[src/rtl/vex_shim_pkg.sv]
// Shared types and helpers for the vex ingress shim: stream word layout, pointer sizing, defaults.
// Types only, so there is no latency and no backpressure.
package vex_shim_pkg;

    localparam int DATA_W_DEF = 32;
    localparam int DROP_W_DEF = 16;

    typedef struct packed {
        logic                  last;
        logic [DATA_W_DEF-1:0] data;
    } stream_word_t;

    function automatic int ptr_w(input int depth);
        return $clog2(depth);
    endfunction

endpackage

[src/rtl/vex_shim_fifo.sv]
// Synchronous first-word-fall-through FIFO. A write is visible on rd_dat one edge later.
// Writes are refused when full unless a read happens in the same cycle; reads are ignored when empty.
module vex_shim_fifo
    import vex_shim_pkg::*;
#(
    parameter int W     = 33,
    parameter int DEPTH = 16
) (
    input  logic                clk,
    input  logic                reset_n,
    input  logic                wr_en,
    input  logic [W-1:0]        wr_dat,
    output logic                wr_acc,
    input  logic                rd_en,
    output logic [W-1:0]        rd_dat,
    output logic                full,
    output logic                empty,
    output logic [ptr_w(DEPTH):0] count
);

    localparam int AW = ptr_w(DEPTH);
    localparam int PW = AW + 1;

    logic [PW-1:0] wr_ptr;
    logic [PW-1:0] rd_ptr;
    logic [W-1:0]  mem [DEPTH];
    logic          rd_acc;

    // The extra pointer MSB tells full from empty when the low bits match.
    assign empty  = (wr_ptr == rd_ptr);
    assign full   = (wr_ptr[AW] != rd_ptr[AW]) && (wr_ptr[AW-1:0] == rd_ptr[AW-1:0]);
    assign count  = wr_ptr - rd_ptr;
    assign rd_acc = rd_en && !empty;
    assign wr_acc = wr_en && (!full || rd_acc);
    assign rd_dat = empty ? '0 : mem[rd_ptr[AW-1:0]];

    always_ff @(posedge clk) begin
        if (wr_acc) begin
            mem[wr_ptr[AW-1:0]] <= wr_dat;
        end
    end

    always_ff @(posedge clk or negedge reset_n) begin
        if (!reset_n) begin
            wr_ptr <= '0;
            rd_ptr <= '0;
        end else begin
            if (wr_acc) wr_ptr <= wr_ptr + PW'(1);
            if (rd_acc) rd_ptr <= rd_ptr + PW'(1);
        end
    end

endmodule

[src/rtl/vex_ingress_shim.sv]
// Stream ingress front end: buffers an unstallable upstream (or a counter source) into a valid/ready stream.
// One cycle write-to-valid; upstream is never stalled, so overflow drops words and counts them; ringbus is RB_STAGES flops.
module vex_ingress_shim
    import vex_shim_pkg::*;
#(
    parameter int DATA_W       = 32,
    parameter int FIFO_DEPTH   = 16,
    parameter int RB_STAGES    = 1,
    parameter int COUNTER_MODE = 0,
    parameter int FRAME_LEN    = 64,
    parameter int DROP_W       = DROP_W_DEF
) (
    input  logic                       clk,
    input  logic                       reset_n,
    input  logic [DATA_W-1:0]          t0_data,
    input  logic                       t0_last,
    input  logic                       t0_valid,
    output logic                       t0_ready,
    output logic [DATA_W-1:0]          i0_data,
    output logic                       i0_last,
    output logic                       i0_valid,
    input  logic                       i0_ready,
    output logic [ptr_w(FIFO_DEPTH):0] fill_level,
    output logic [DROP_W-1:0]          drop_count,
    output logic                       overflow_sticky,
    input  logic                       clear_stats,
    input  logic                       i_ringbus,
    output logic                       o_ringbus,
    output logic                       rb_to_engine,
    input  logic                       rb_from_engine
);

    localparam int LW = $clog2(FRAME_LEN);

    logic              full;
    logic              empty;
    logic              rd;
    logic              wr_req;
    logic              wr_acc;
    logic              drop;
    logic              cnt_last;
    logic [DATA_W:0]   wr_dat;
    logic [DATA_W:0]   rd_dat;
    logic [DATA_W-1:0] cnt_q;
    logic [RB_STAGES-1:0] rb_in_q;
    logic [RB_STAGES-1:0] rb_out_q;

    assign t0_ready = 1'b1;
    assign i0_valid = !empty;
    assign rd       = i0_valid && i0_ready;
    assign {i0_last, i0_data} = rd_dat;

    assign cnt_last = &cnt_q[LW-1:0];

    always_comb begin
        wr_req = t0_valid;
        wr_dat = {t0_last, t0_data};
        if (COUNTER_MODE != 0) begin
            wr_req = !full;
            wr_dat = {cnt_last, cnt_q};
        end
    end

    // A read in the same cycle frees a slot, so only full-without-read loses the word.
    assign drop = (COUNTER_MODE == 0) && t0_valid && full && !rd;

    vex_shim_fifo #(
        .W     (DATA_W + 1),
        .DEPTH (FIFO_DEPTH)
    ) u_fifo (
        .clk     (clk),
        .reset_n (reset_n),
        .wr_en   (wr_req),
        .wr_dat  (wr_dat),
        .wr_acc  (wr_acc),
        .rd_en   (i0_ready),
        .rd_dat  (rd_dat),
        .full    (full),
        .empty   (empty),
        .count   (fill_level)
    );

    always_ff @(posedge clk or negedge reset_n) begin
        if (!reset_n) begin
            cnt_q <= '0;
        end else if (wr_acc && (COUNTER_MODE != 0)) begin
            cnt_q <= cnt_q + DATA_W'(1);
        end
    end

    // Clear takes effect first; a drop in the same cycle then counts from zero.
    always_ff @(posedge clk or negedge reset_n) begin
        if (!reset_n) begin
            drop_count      <= '0;
            overflow_sticky <= 1'b0;
        end else if (clear_stats) begin
            drop_count      <= drop ? DROP_W'(1) : '0;
            overflow_sticky <= drop;
        end else if (drop) begin
            if (drop_count != '1) drop_count <= drop_count + DROP_W'(1);
            overflow_sticky <= 1'b1;
        end
    end

    always_ff @(posedge clk or negedge reset_n) begin
        if (!reset_n) begin
            rb_in_q  <= '0;
            rb_out_q <= '0;
        end else begin
            rb_in_q[0]  <= i_ringbus;
            rb_out_q[0] <= rb_from_engine;
            for (int k = 1; k < RB_STAGES; k++) begin
                rb_in_q[k]  <= rb_in_q[k-1];
                rb_out_q[k] <= rb_out_q[k-1];
            end
        end
    end

    assign rb_to_engine = rb_in_q[RB_STAGES-1];
    assign o_ringbus    = rb_out_q[RB_STAGES-1];

endmodule

[config.mk]
export PLATFORM = sky130hd
export DESIGN_NAME = vex_ingress_shim
export DESIGN_NICKNAME = d
export VERILOG_FILES = /design/src/rtl/vex_shim_pkg.sv /design/src/rtl/vex_shim_fifo.sv /design/src/rtl/vex_ingress_shim.sv
export SDC_FILE = /design/constraint.sdc
export NUM_CORES = 1
export LEC_CHECK = 0
export CORE_UTILIZATION = 30
export CTS_CLUSTER_DIAMETER = 60
export DETAILED_ROUTE_END_ITERATION = 8
export HOLD_SLACK_MARGIN = 0.15
export SLEW_MARGIN = 20
export SYNTH_ARGS = -nofsm -noshare
export SYNTH_HDL_FRONTEND = slang
export SYNTH_SLANG_ARGS = --single-unit
[constraint.sdc]
create_clock -name clk -period 6.32 [get_ports clk]
set_input_delay 1.264 -clock clk [delete_from_list [all_inputs] [get_ports clk]]
set_output_delay 1.264 -clock clk [all_outputs]
set_load 0.05 [all_outputs]
# Yosys cells after proc, flatten, opt, wreduce, memory -nomap -nowiden
# Memory sizes are Yosys's and may differ from the RTL's.
# Cells that the tools add are included.
[word_totals]
regBits = 29
latch_bits = 0
ramBits = 528
romBits = 0
inputBits = 40
out_inout_bits = 59
mem_count = 1
[classes]
addsub = 4
mul = 0
div_mod_pow = 0
magnitude_cmp = 0
n_eq_ne = 4
n_shift = 0
n_mux = 9
bitwise = 0
n_reduce_logical = 12
[memory_table]
columns = ["memory", "words", "width", "read_ports", "rd_ports_with_merged_regs", "wr", "line", "source"]
rows = [
  ["u_fifo.mem", 16, 33, 1, 0, 1, "vex_shim_fifo.sv:26", "logic [W-1:0] mem [DEPTH];"],
]
[ops]
columns = ["operator", "count"]
rows = [
  ["16-bit 2-to-1 mux", 3],
  ["33-bit 2-to-1 mux", 1],
  ["16-bit by 1-bit adder with 16-bit output (second input constant)", 1],
  ["16-bit inequality test (second input constant)", 1],
  ["5-bit by 1-bit adder with 5-bit output (second input constant)", 2],
  ["5-bit == test", 1],
  ["1-bit logical AND", 5],
  ["1-bit 2-to-1 mux", 5],
  ["5-bit subtractor", 1],
  ["4-bit == test", 1],
  ["2-bit nonzero test", 2],
  ["1-bit zero test", 3],
  ["2-bit AND reduction", 1],
  ["1-bit logical OR", 1],
  ["1-bit inequality test", 1],
]

# Logic depth before layout (Yosys ltp)
[depth]
depth_word = 7
mapped_depth = 12
mapped_depth_nobuf = 7

# Cells and area by module
# Synthesis repeated with hierarchy kept, for this count alone.
[unflattened]
cells_unflattened = 1067
area_unflattened_um2 = 22363.9
[by_module_without_submodules]
columns = ["mod", "n_inst", "cells_each", "area_per_inst_um2"]
rows = [
  ["vex_shim_fifo", 1, 955, 21309.2],
  ["vex_ingress_shim", 1, 112, 1054.8],
]

# Worst setup path before layout
# OpenSTA, ideal clock, no wires.
[synth_path]
path_kind = "reg2out"
from = "register u_fifo.rd_ptr[3]"
to = "output port i0_data[22]"
arrival_ns = 3.499
t_required_ns = 5.056
setup_slack_ns = 1.557
stages_incl_launch_ff = 10
n_path_buf = 3
path_cell_list = "dfrtp_1 > inv_2 > clkbuf_1 > buf_1 > ha_1 > and4_1 > nand2_1 > nand2_1 > clkbuf_1 > o22ai_1"
[synth_between]
elab_chain_cells = 2
word_cells_on_any_way = 3
cone_classes = "eq/ne (1); mux (1); memory (1)"
[synth_rtl]
columns = ["element", "line", "source"]
rows = [
  ["from (decl)", "vex_shim_fifo.sv:25", "logic [PW-1:0] rd_ptr;"],
  ["from (signal assigned)", "vex_shim_fifo.sv:49", "if (rd_acc) rd_ptr <= rd_ptr + PW'(1);"],
  ["memory read 16 x 33 bit or 5-bit == test (tied branches)", "--", ""],
  ["33-bit 2-to-1 mux *", "vex_shim_fifo.sv:35", "assign rd_dat = empty ? '0 : mem[rd_ptr[AW-1:0]];"],
  ["to (decl)", "vex_ingress_shim.sv:19", "output logic [DATA_W-1:0] i0_data,"],
]
# Mark *: on every way between the ends. The rest lies on a longest branch, timed or not.

# Worst setup path in the final report
[layout_path]
from = "register u_fifo.rd_ptr[3]"
to = "output port i0_data[14]"
# Same word-level chain as after synthesis.

==> impl_metrics.ini <==
[clock_tree]
ctsResizeCount = 0
cts_tree = yes
htreeDepth = 2
cts_sinks = 557
cts_buffers = 54
cts_setup_buffers = 0
root_buffer = clkbuf_16
clk_latency_ns = 0.60
clkSlewWorstSetupHoldPaths_ns = 0.06
clockBufferDepth = 3
cts_hold_buf = 0

[grt]
track_usage = 0.132
met3_usage = 0.0249
grt_max_degree = 70
overflow = 0
grt_use_met2 = 0.215
grt_pass1_vias = 10500
grt_pass1_wl_um = 71000
grt_util_met1 = 0.178
grt_antenna_before_repair = 5
top_usage_layer = met2

[power_and_ir_drop]
powerDensity_nw_per_um2 = 480
ir_drop_v = 0.000258
power_mw = 12.2
p_leak_nw = 8.10

[floorplan]
num_rows = 98
start_util = 0.303
core_region_area_um2 = 71500
die_x_um = 271
ioPinCount = 99
die_y_um = 271
fp.dieArea_um2 = 73400

[worst_hold_path]
hp-class = reg2reg
whs_path_depth = 1
hold_start = u_fifo.rd_ptr[4]
hold_path_end = u_fifo.rd_ptr[4]

[finish]
syn2layout_area_growth_pct = 17.5
drive_gt1_frac = 0.212
mostFrequentLayoutCell = edfxtp_1
final_nets = 1170
multi_input_area_um2 = 4860
n_fill_cell = 6524
insertedDiodeCount = 0
layout_common_cells = edfxtp_1 (528), mux4_2 (132), clkdlybuf4s50_1 (97)
seq_area_um2 = 16600

[detailed_routing]
drtIter0Drc = 727
ant_nets = 0
drc = 0
viasPerCell = 4.80
wire_per_inst_um = 22.9
dr_total_vias = 10100
drt-pass1-iter-count = 4
wirelength_um = 48200

[worst_setup_path]
ff2ff_path_depth = 7
worst_r2r_endpoint = u_fifo.mem[7][0]
rrSetupSlack_ns = 2.71
endpoint_kind = output pin
critPathArrivalTime_ns = 4.17
cp_data_required_time_ns = 5.06
reg2reg_from = u_fifo.rd_ptr[3]
cp_max_fo = 33
start_kind = flip-flop
crit_type = reg2out

[sta]
timing.setup.tns_ns = 0
fmax_mhz = 184
finalSetupViolCount = 0
max_slew_margin = 0.273
post-route-period-util = 0.859
slew_violations = 0
rsz0062_at_grt = false
fin_ws_ns = 0.889
fin_worst_skew_ns = 0.0172
min_period_ns = 5.43
tightest_slew_ns = 1.09
final_hold_viol_count = 0

[logic_synthesis]
synth-main-ff-cell = edfxtp_1
synth_edf_count = 528
syn_inst = 994
async_flop_share = 0.0521
yosysWarnings = 0
syn_area_um2 = 21700
seq_area_frac_synth = 0.765
ys_ff_latch = 557
ys_types = 48
synth_fp_nets = 1045
syn_area_per_cell_um2 = 21.8

[placement]
port_buffers = 97
pre_cts_ws_ns = 1.44
routabilityCongestion = 0.742
dp_hpwl_um = 26100

[flow_run]
cap_violations = 0

[status]
status = finished, final reports clean
how the worst max path moves through the flow:
stage / startpoint / endpoint / slack [ns] / cells past startpoint
6_report: u_fifo.rd_ptr[3] / i0_data[14] / 0.89 / 7
5_1_grt: u_fifo.rd_ptr[3] / i0_data[20] / 0.61 / 7
4_1_cts: u_fifo.rd_ptr[3] / i0_data[16] / 0.76 / 7
3_5_place_dp: u_fifo.rd_ptr[3] / i0_last / 1.44 / 7
3_3_place_gp: u_fifo.rd_ptr[3] / i0_data[6] / 1.48 / 7
2_1_floorplan: u_fifo.rd_ptr[3] / i0_data[22] / 1.56 / 9
power by group:
group	total [mW]	leakage (nW)	internal, mW	switching (mW)
combinational	4.61	2.16	1.76	2.85
clock	3.04	0.791	1.71	1.32
sequential	4.58	5.15	4.43	0.143
state kept, by name, summed over array words and instances, names as in the netlist:
register / cells
u_fifo.wr_ptr: 5
drop_count: 16
u_fifo.mem: 528
overflow_sticky: 1
rb_to_engine: 1
u_fifo.rd_ptr: 5
o_ringbus: 1
routing by layer:
| metal | routed length [um] | share of wire |
|---|---|---|
| met2 | 23600 | 0.49 |
| met1 | 21400 | 0.44 |
| met5 | 54 | 0.0011 |
| met4 | 1020 | 0.021 |
| met3 | 2060 | 0.043 |
critical path: stages (launching register included):
cell and delay [ns]:
dfrtp_1 0.43, inv_4 0.47, ha_1 0.39, and4_1 0.21, nand2_1 0.13, nand2_2 0.62
o22ai_1 0.40, clkdlybuf4s50_1 0.87
through the flow:
step / hold WS [ns] / area (um2) / cells / util
3_5_place_dp: 0.488 / 23900 / 2013 / 0.334
3_3_place_gp: 0.482 / 23900 / 2013 / 0.334
6_report: 0.495 / 25500 / 2105 / 0.357
2_1_floorplan: 0.462 / 21700 / 994 / -
4_1_cts: 0.498 / 25500 / 2105 / 0.357
5_1_grt: 0.503 / 25500 / 2105 / 0.357
cell families after synthesis:
family,Yosys count,synth area share
compound gates,71,0.0216
mux,201,0.169
xor+xnor,13,0.00525
other cells,1,0.000173
flops,557,0.765
simple gates,75,0.0201
buf+inv,65,0.0126
fa+ha+maj,11,0.00669
final cells by class:
cell class / count / share of cell area
inverter: 14 / 0.00216
clock inverter: 23 / 0.00820
timing repair buffer: 120 / 0.0454
tap: 950 / 0.0466
sequential: 557 / 0.651
clock buffer: 69 / 0.0561
multi-input combinational: 372 / 0.191
cell usage after synthesis, drive strengths merged, types with 3 or more instances:
library cell / n / area [um2]
a21oi: 6 / 30.0
a31oi: 9 / 56.3
and2: 12 / 75.1
and3: 6 / 37.5
buf: 22 / 113
clkbuf: 29 / 109
dfrtp: 29 / 726
edfxtp: 528 / 15900
ha: 10 / 125
inv: 14 / 52.6
mux2i: 67 / 671
mux4: 132 / 2970
nand2: 14 / 52.6
nand2b: 4 / 25.0
nand3: 5 / 25.0
nand4: 6 / 37.5
nor2: 3 / 11.3
nor3: 4 / 20.0
o21ai: 3 / 15.0
o22ai: 33 / 206
o31ai: 10 / 75.1
or4: 10 / 75.1
xnor2: 10 / 87.6
xor2: 3 / 26.3
Note: power is estimated with default switching activity, not from simulation.
